**config.mk**
```make
export PLATFORM = sky130hd
export DESIGN_NAME = alu_seq
export DESIGN_NICKNAME = d
export VERILOG_FILES = /design/src/rtl/alu_seq_pkg.sv /design/src/rtl/alu_seq.sv
export SDC_FILE = /design/constraint.sdc
export NUM_CORES = 1
export LEC_CHECK = 0
export CELL_PAD_IN_SITES_DETAIL_PLACEMENT = 0
export CELL_PAD_IN_SITES_GLOBAL_PLACEMENT = 1
export CORE_MARGIN = 2
export CORE_UTILIZATION = 25
export DETAILED_ROUTE_END_ITERATION = 8
export HOLD_SLACK_MARGIN = 0.08
export PLACE_DENSITY = 0.58
export SYNTH_ARGS = -nofsm -noshare
export SYNTH_HDL_FRONTEND = slang
export SYNTH_SLANG_ARGS = --single-unit
```
**constraint.sdc**
```tcl
create_clock -name clk -period 2.6 [get_ports clk]
set_input_delay 0.26 -clock clk [delete_from_list [all_inputs] [get_ports clk]]
set_output_delay 0.26 -clock clk [all_outputs]
set_load 0.005 [all_outputs]
```
**src/rtl/alu_seq_pkg.sv**
```systemverilog
// Shared definitions for alu_seq: byte-ALU op codes and sequencer state.
package alu_seq_pkg;

  localparam logic [2:0] ADD   = 3'b000;
  localparam logic [2:0] SUB   = 3'b001;
  localparam logic [2:0] SUBA  = 3'b010;
  localparam logic [2:0] OR    = 3'b011;
  localparam logic [2:0] AND   = 3'b100;
  localparam logic [2:0] NOTAB = 3'b101;
  localparam logic [2:0] XOR   = 3'b110;
  localparam logic [2:0] XNOR  = 3'b111;

  typedef enum logic [1:0] {IDLE, RUN, DONE} state_t;

  function automatic logic op_is_arith(input logic [2:0] op);
    return (op == ADD) || (op == SUB) || (op == SUBA);
  endfunction

endpackage

```
**src/rtl/alu_seq.sv**
```systemverilog
// Byte-serial sequencer driving an external 8-bit ALU over NBYTES-wide operands.
// Optional ALU_SEQ_FLAGS_EN adds registered res_zero / res_neg outputs.
module alu_seq
  import alu_seq_pkg::*;
#(
  parameter int NBYTES = 4
) (
  input  logic                clk,
  input  logic                rst_n,
  input  logic                req_valid,
  output logic                req_ready,
  input  logic [2:0]          req_op,
  input  logic [8*NBYTES-1:0] req_a,
  input  logic [8*NBYTES-1:0] req_b,
  input  logic                req_cin,
  output logic [0:2]          alu_oper,
  output logic [8:1]          alu_a,
  output logic [8:1]          alu_b,
  output logic                alu_c_in,
  input  logic [8:1]          alu_sum,
  input  logic                alu_c_out,
  output logic                res_valid,
  input  logic                res_ready,
  output logic [8*NBYTES-1:0] res,
  output logic                res_c_out
`ifdef ALU_SEQ_FLAGS_EN
  ,
  output logic                res_zero,
  output logic                res_neg
`endif
);

  localparam int W  = 8*NBYTES;
  localparam int CW = $clog2(NBYTES);
  localparam logic [CW-1:0] LAST = CW'(NBYTES-1);

  state_t        state;
  logic [CW-1:0] cnt;
  logic [2:0]    op_q;
  logic [W-1:0]  a_q, b_q;
  logic          cin_q;
  logic          carry_q;
  logic [W-1:0]  res_nxt;
  logic          run;

  assign run       = (state == RUN);
  assign req_ready = (state == IDLE);
  assign res_valid = (state == DONE);

  // ALU port drive; forced to zero whenever the sequencer is not running.
  always_comb begin
    alu_oper = '0;
    alu_a    = '0;
    alu_b    = '0;
    alu_c_in = 1'b0;
    if (run) begin
      alu_oper = op_q;
      alu_a    = a_q[cnt*8 +: 8];
      alu_b    = b_q[cnt*8 +: 8];
      if (cnt == '0)
        alu_c_in = op_is_arith(op_q) & cin_q;
      else if ((op_q == ADD) || (op_q == SUB))
        alu_c_in = carry_q;
      else if (op_q == SUBA)
        // the ALU inverts c_in for this op, so hand back the inverted carry
        alu_c_in = ~carry_q;
    end
  end

  always_comb begin
    res_nxt               = res;
    res_nxt[cnt*8 +: 8]   = alu_sum;
  end

  always_ff @(posedge clk or negedge rst_n) begin
    if (!rst_n) begin
      state     <= IDLE;
      cnt       <= '0;
      op_q      <= '0;
      a_q       <= '0;
      b_q       <= '0;
      cin_q     <= 1'b0;
      carry_q   <= 1'b0;
      res       <= '0;
      res_c_out <= 1'b0;
`ifdef ALU_SEQ_FLAGS_EN
      res_zero  <= 1'b0;
      res_neg   <= 1'b0;
`endif
    end else begin
      case (state)
        IDLE: begin
          if (req_valid) begin
            op_q  <= req_op;
            a_q   <= req_a;
            b_q   <= req_b;
            cin_q <= req_cin;
            cnt   <= '0;
            state <= RUN;
          end
        end
        RUN: begin
          res     <= res_nxt;
          carry_q <= alu_c_out;
          cnt     <= cnt + 1'b1;
          if (cnt == LAST) begin
            cnt       <= '0;
            res_c_out <= op_is_arith(op_q) & alu_c_out;
`ifdef ALU_SEQ_FLAGS_EN
            res_zero  <= (res_nxt == '0);
            res_neg   <= res_nxt[W-1];
`endif
            state     <= DONE;
          end
        end
        DONE: begin
          if (res_ready)
            state <= IDLE;
        end
        default: state <= IDLE;
      endcase
    end
  end

endmodule

```
; Word level (Yosys, flattened, before mapping)
; Cells that the tools add are included.
[classes]
n_eq_ne = 8
add_sub_neg = 2
bitwise = 3
n_reduce_logical = 10
mux = 15
shifts = 4
[op_table]
columns = operator, n
row1 = variable part select 32 x 6 -> 8 bit, 2
row2 = negator 5 -> 34 bit, 1
row3 = "variable shift 8 x 34 -> 32 bit, first input constant", 1
row4 = variable part select 8 x 34 -> 32 bit, 1
row5 = bitwise mux 32 bit, 1
row6 = two-way mux 8 bit, 2
row7 = two-way mux 2 bit, 5
row8 = case mux 2 bit (3 select lines), 1
row9 = AND reduction 2 bit, 3
row10 = "== test 2 bit, second input constant", 2
row11 = logical NOT 2 bit, 2
row12 = two-way mux 1 bit, 4
row13 = "inequality test 2 x 1 -> 1 bit, second input constant", 2
row14 = case mux 2 bit (2 select lines), 1
row15 = "== test 3 x 1 -> 1 bit, second input constant", 1
row16 = "== test 3 x 2 -> 1 bit, second input constant", 1
row17 = logical NOT 3 bit, 1
row18 = two-way mux 3 bit, 1
row19 = AND reduction 3 bit, 1
row20 = "adder 2 x 1 -> 2 bit, second input constant", 1
row21 = bitwise AND 1 bit, 2
row22 = "== test 2 x 1 -> 1 bit, second input constant", 1
row23 = logical OR 1 bit, 2
row24 = "inequality test 2 bit, second input constant", 1
row25 = 2 further kinds, 2
[word_totals]
out_inout_bits = 55
in_bits = 81
regBits = 106
word_cells = 51

; Logic depth before layout (Yosys ltp)
; Gate-level depths: netlist of the first run.
[depth]
word_depth = 6
ltp_mapped = 8
ltp_nobuf = 5

; Least setup slack after synthesis of the first run
; OpenSTA, ideal clock, no wires.
[synth_timing]
path_type = register to register
start = reg cnt[1]
end = reg res[10]
slack_ns = 0.632
setup_ns = 0.067
n_path_buf = 2
synth_period_minus_slack_ns = 1.968
arrival_ns = 1.901
stages_incl_launch_ff = 8
required_time_ns = 2.533
path_cell_list = dfrtp_1 -> buf_2 -> buf_2 -> inv_1 -> ha_1 -> inv_1 -> nor4_4 -> a22o_1
[synth_via]
elab_chain_cells = 3
elab_cells_between_ends = 4
cone_classes = add/sub (1) / shift (2) / mux (1)
[synth_lines]
columns = item, line
row1 = "start, declared", alu_seq.sv:38  ; logic [CW-1:0] cnt;
row2 = "start signal, assigned", alu_seq.sv:105  ; cnt <= cnt + 1'b1;
row3 = negator 5 -> 34 bit (*), alu_seq.sv:72  ; res_nxt[cnt*8 +: 8] = alu_sum;
row4 = variable part select 8 x 34 -> 32 bit / variable shift 8 x 34 -> 32 bit (equally long branches), alu_seq.sv:72
row5 = bitwise mux 32 bit (*), alu_seq.sv:72
row6 = "end signal, assigned", alu_seq.sv:103  ; res <= res_nxt;
row7 = "end, declared", alu_seq.sv:24  ; output logic [8*NBYTES-1:0] res,
; Every way passes the cells marked *; elsewhere a longest branch is shown, timed or not.
; A chain may end at the register's enable or synchronous reset.

; Worst setup path after layout of the first run
[layout_timing]
start = reg cnt[0]
end = out alu_c_in
[layout_via]
elab_chain_cells = 3
[layout_lines]
columns = item, line
row1 = logical NOT 2 bit, alu_seq.sv:60  ; if (cnt == '0)
row2 = two-way mux 1 bit, alu_seq.sv:60
row3 = two-way mux 1 bit, alu_seq.sv:56  ; if (run) begin
row4 = "end, declared", alu_seq.sv:19  ; output logic alu_c_in,
; Every way passes these cells.

==> results of run 1 <==
[worst min path at each step]
| stage | start | endpoint | slack, ps | cells past startpoint |
|---|---|---|---|---|
| final | rst_n | res[25]$_DFFE_PN0P_ | 480 | 2 |
| after CTS | alu_c_out | carry_q$_DFFE_PN0N_ | 480 | 3 |
| after detailed placement | rst_n | res[25]$_DFFE_PN0P_ | 350 | 1 |
| after global placement | rst_n | res[26]$_DFFE_PN0P_ | 340 | 1 |
| after global routing | req_a[13] | a_q[13]$_DFFE_PN0P_ | 500 | 2 |
| after floorplan | rst_n | a_q[0]$_DFFE_PN0P_ | -40 | 0 |
[through the flow]
stage,hold WS (ps),total power (uW),cell area [um^2]
final,485,7890,6520
after global routing,500,8470,6520
after CTS,482,8040,6510
after detailed placement,347,6510,6180
after global placement,336,6450,6180
after floorplan,-35.6,4850,4570
[state kept, by name, indices dropped and copies added (netlist names)]
name,count
a_q,32
b_q,32
carry_q,1
cin_q,1
cnt,2
op_q,3
res,32
res_c_out,1
state,2
[cells by family after synthesis]
group | after synthesis | synth area share
AOI/OAI and AO/OA | 55 | 0.0857
xor gates and xnor gates | 1 | 0.00192
adders and majority gates | 4 | 0.0110
buffers and inverters | 21 | 0.0252
DFF | 106 | 0.581
muxes | 100 | 0.238
and+or+nand+nor | 46 | 0.0578
[layout by cell type, fill, tap and decap left out, types with 2 or more instances in the layout]
| master | Yosys | final |
|---|---|---|
| nand3b_1 | 2 | 2 |
| mux2i_1 | 32 | 32 |
| nand2_1 | 29 | 29 |
| clkinvlp_4 | 0 | 2 |
| clkdlybuf4s50_1 | 0 | 134 |
| clkinv_2 | 0 | 2 |
| ha_1 | 4 | 4 |
| nand2b_1 | 3 | 3 |
| and2_1 | 3 | 3 |
| o21ai_0 | 11 | 11 |
| mux2_2 | 62 | 62 |
| inv_1 | 4 | 4 |
| nor2_1 | 2 | 2 |
| buf_4 | 7 | 7 |
| o22ai_1 | 17 | 17 |
| mux2_1 | 6 | 6 |
| bufinv_16 | 0 | 2 |
| dfrtp_1 | 106 | 105 |
| clkbuf_16 | 0 | 9 |
| nor4_4 | 3 | 3 |
| a22o_1 | 24 | 24 |
[power groups by stage]
stage / combinational, uW / clock [uW] / sequential (uW)
floorplan: 2020 / 0 / 2830
finish: 3520 / 1470 / 2900
detailed placement: 3570 / 0 / 2940
CTS: 3590 / 1530 / 2920
global route: 3850 / 1600 / 3020
global placement: 3530 / 0 / 2910
[per-layer routing]
metal,routed length (um),track usage
met1,5300,0.161
met2,5700,0.212
met3,796,0.0442
met4,140,0.0367
met5,0,0
[timing repair]
item / CTS / global route
hold endpoints to repair: 46 / 0
gates resized for setup: 0 / 1
setup endpoints to repair: 0 / 1
hold buffers: 1 / 0
[area by class of cell]
class                      instances  area [um^2]
clock buffer                       9          225
clock inverter                     7         93.8
fill                            1766        11400
inverter                           4         15.0
multi-input combinational        206         1810
sequential                       106         2650
tap                              229          287
timing repair buffer             144         1440
==> results.md, run 1 <==
- Status: completed
- Max Fclk: 411 MHz
- Crit path DAT: 2170 ps
- Final GP Congestion: 0.712
- RSZ-0062 raised after global routing: false
- Die Span X: 139 um
- Clock slew at reported path FFs: 70 ps
- Synth area leader: dfrtp_1
- Worst path buffer plus inverter count: 2
- Yosys cell types: 26
- Std cell rows: 49
- Max cap viols: 0
- Final Critical Period: 2430 ps
- Pwr dens: 1210 nW/um^2
- Final Slew Violations: 0
- Hold Vio Cnt, Final: 0
- Synthesized cell area: 4570 um^2
- Crit path launch type: flip-flop
- Worst setup path start: cnt[0]$_DFFE_PN0P_
- First-pass GRT wire length: 19500 um
- R2R setup slack: 650 ps
- Cells after Synth: 333
- Area growth from synthesis to layout: 42.6%
- Psw: 2550 uW
- Share of layout cells above drive strength 1: 0.193
- Yosys synthesis warning count: 0
- GR Overflow Total: 0
- Post-placement cell count: 688
- Worst path depth: 6
- GRT Total Usage: 0.129
- Routed len/inst: 16.9 um
- Worst Max-Slew Pin Slew: 652 ps
- Synth top area share: 0.581
- Comb pwr share: 0.446
- Launch point of the worst reg-to-reg path: cnt[1]$_DFFE_PN0P_
- DP Wirelength: 8430 um
- Die H: 139 um
- Seq/Total Area, Yosys: 0.581
- Util after Layout: 0.363
- Crit. End Element: output port
- Vias in the first global route: 3546
- Buffer depth of the longest clock path: 2
- Setup TNS: 0 ps
- Worst path max stage delay: 500 ps
- Post-synthesis area per instance: 13.7 um^2
- Post-CTS Setup Bufs: 0
- Number of synthesized flops with an enable pin: 0
- #FFs+latches synth: 106
- Hold crit path type: in2async
- Top cells by area, synth: dfrtp_1 58%, mux2_2 15%, mux2i_1 7.0%
- Synth Net Count: 418
- Post-Route WL: 11900 um
- Internal power: 5340 uW
- Clock Tree Root: clkbuf_16
- Via count: 3197
- Post-route insts no fill: 705
- Synth Flop Type: dfrtp_1
- CTS tree: done
- Clock share of power: 0.186
- Worst-skew pair later-pin latency: 350 ps
- Commonest cells in the netlist: 106 x dfrtp_1, 62 x mux2_2, 32 x mux2i_1, 29 x nand2_1, 24 x a22o_1
- Worst IR drop on VDD: 0.503 mV
- Core Box Area: 18000 um^2
- H-tree levels: 3
- Antenna diode count: 0
- Final setup violation count: 0
- Worst R2R End: res[29]$_DFFE_PN0P_
- Initial DRC count: 90
- Largest net degree at the start of global routing: 72
- Die Footprint: 19400 um^2
- Initial antenna violation count: 1
- Final period util: 0.936
- CTS buffer count: 9
- Asr flop ratio synth: 1.00
- I/O pin cnt: 136
- Fin worst setup slack: 166 ps
- R2R depth: 4
- Crit path capture: alu_c_in
- DRT antenna net count: 0
- Drt via density: 4.53
- Worst-case clock skew: 7.05 ps
- Worst path slowest cell: clkdlybuf4s50_1
- # clock sinks: 106
- Worst Path Required: 2340 ps
- Pre-CTS WS: 478 ps
- Most common cell in the synthesized netlist: dfrtp_1
- Slew Limit Headroom: 0.565
- WS Path Type: reg2out
- Part of the power in registers: 0.368
- Worst path cell trace: inv_1, ha_1, nand2_1, o21ai_0, and3_1, clkdlybuf4s50_1
- Crit path max fanout: 9
- Initial Utilization: 0.254
- Final #Nets: 556
- Sw frac: 0.324
- CP delay by family, top: buffers and inverters
- Leak Pwr: 0.00268 uW
- Drt first pass iters: 4
- DRC viols: 0
- IO buf count: 135
(Power assumes the default switching activity.)
==> inputs of run 2 (changes only) <==
Settings changed: CAP_MARGIN from default to 20.
==> results of run 2 <==
Same layout as run 1: the final DEF is identical, and so are final timing and power.
==> inputs of run 3 (changes only) <==
Settings changed: CORE_ASPECT_RATIO from default to 1.2.
==> results.md, run 3 (same netlist as run 1, synthesis figures left out) <==
- Status: completed
- Worst Max-Slew Pin Slew: 605 ps
- I/O pin cnt: 136
- Crit path launch type: flip-flop
- Post-CTS Setup Bufs: 0
- Launch point of the worst reg-to-reg path: cnt[0]$_DFFE_PN0P_
- Post-route insts no fill: 706
- Max Fclk: 416 MHz
- Drt via density: 4.58
- Most frequent cells in the layout: 134 x clkdlybuf4s50_1, 104 x dfrtp_1, 62 x mux2_2, 32 x mux2i_1, 29 x nand2_1
- Worst Path Required: 2340 ps
- Routed len/inst: 16.9 um
- H-tree levels: 3
- GRT Total Usage: 0.127
- Worst-skew pair later-pin latency: 350 ps
- Die Footprint: 19400 um^2
- DRT antenna net count: 0
- Most common cell after layout, fill and taps aside: clkdlybuf4s50_1
- Max cap viols: 0
- Met2 WL: 5880 um
- Hold Vio Cnt, Final: 0
- R2R setup slack: 620 ps
- First-pass GRT wire length: 18800 um
- Pwr dens: 1210 nW/um^2
- Drt first pass iters: 6
- Dpl cell area: 6260 um^2
- Share of layout cells above drive strength 1: 0.207
- CTS buffer count: 9
- Initial antenna violation count: 0
- Die Span X: 127 um
- Final Critical Period: 2410 ps
- WL met3: 689 um
- Largest net degree at the start of global routing: 48
- Antenna diode count: 0
- R2R depth: 5
- IO buf count: 135
- Final period util: 0.926
- Leak Pwr: 0.00273 uW
- Die H: 152 um
- Std cell rows: 54
- Clock Tree Root: clkbuf_16
- WS Path Type: reg2out
- Crit path DAT: 2150 ps
- Clock slew at reported path FFs: 70 ps
- Core Box Area: 18000 um^2
- Worst IR drop on VDD: 0.389 mV
- Crit path max fanout: 16
- # clock sinks: 106
- Initial DRC count: 94
- Worst-case clock skew: 8.23 ps
- Area growth from synthesis to layout: 44.4%
- Slew Limit Headroom: 0.596
- Final Slew Violations: 0
- DRC viols: 0
- CTS tree: done
- Vias in the first global route: 3368
- Largest regs: a_q (32), b_q (32), res (32)
- Final GP Congestion: 0.744
- Fin area: 6600 um^2
- Crit. End Element: output port
- Setup TNS: 0 ps
- Hold crit path type: in2async
- Final setup violation count: 0
- RSZ-0062 raised after global routing: false
- Via count: 3235
- Post-Route WL: 12000 um
- Buffer depth of the longest clock path: 2
- Top sig layer: met4
- GR Overflow Total: 0
- Post-placement cell count: 689
- Initial Utilization: 0.253
- DP Wirelength: 8780 um
- Worst R2R End: res[15]$_DFFE_PN0P_
- Final #Nets: 562
- M1 wire length: 5180 um
[run 3: changes by cell type in the layout (fill, tap and decap cells not counted), moves of 2 or more]
cell        delta
clkbuf_8       +3
inv_6          +2
clkinv_2       -2
clkinvlp_4     -2
buf_12         +3
buf_4          +4
[run 3: layer usage]
layer,global-route usage,vias up
met1,0.154,1626
met2,0.213,94
li1,-,1504
met4,0.0502,0
met3,0.0352,11
met5,0,-
[run 3: critical path, stage by stage, from the launching register on]
cell	delay [ps]
dfrtp_1	470
nor2b_2	190
nand2_1	70
buf_4	220
o22ai_1	270
clkdlybuf4s50_1	570
[run 3: area by class of cell]
class	instances	area (um^2)
timing repair buffer	150	1510
clock inverter	4	56.3
sequential	106	2660
multi-input combinational	206	1810
clock buffer	12	267
tap	224	280
fill	1756	11400
inverter	4	15.0
[run 3: timing repair]
| item | in CTS | in global routing |
|---|---|---|
| setup endpoints to repair | 0 | 1 |
| hold endpoints to repair | 32 | 0 |
| gates resized for setup | 0 | 2 |
| hold buffers | 1 | 0 |
[run 3: stage by stage]
stage	setup WS [ps]	power, uW	util	hold slack (ps)
after floorplan	632	4850	-	-35.6
after detailed placement	465	6600	0.347	263
after CTS	47.3	8110	0.365	421
final	194	7960	0.366	416
after global placement	410	6530	0.347	251
after global routing	33.7	8510	0.366	462
[run 3: worst max path at each step]
stage,cells after the start,slack [ps],startpoint,end
6_report,5,190,state[1]$_DFFE_PN0P_,alu_b[8]
5_1_grt,5,30,state[1]$_DFFE_PN0P_,alu_b[8]
4_1_cts,5,50,state[0]$_DFFE_PN0P_,alu_b[8]
3_5_place_dp,5,460,state[0]$_DFFE_PN0P_,alu_b[8]
3_3_place_gp,5,410,state[0]$_DFFE_PN0P_,alu_b[8]
2_1_floorplan,7,630,cnt[1]$_DFFE_PN0P_,res[10]$_DFFE_PN0P_
[run 3: power by group]
| group | switching, uW | total (uW) | leakage [uW] | internal [uW] |
|---|---|---|---|---|
| Sequential | 446 | 2890 | 0.00131 | 2450 |
| Clock | 627 | 1460 | 0.000160 | 835 |
| Combinational | 1480 | 3600 | 0.00127 | 2120 |
| Total | 2560 | 7960 | 0.00273 | 5400 |
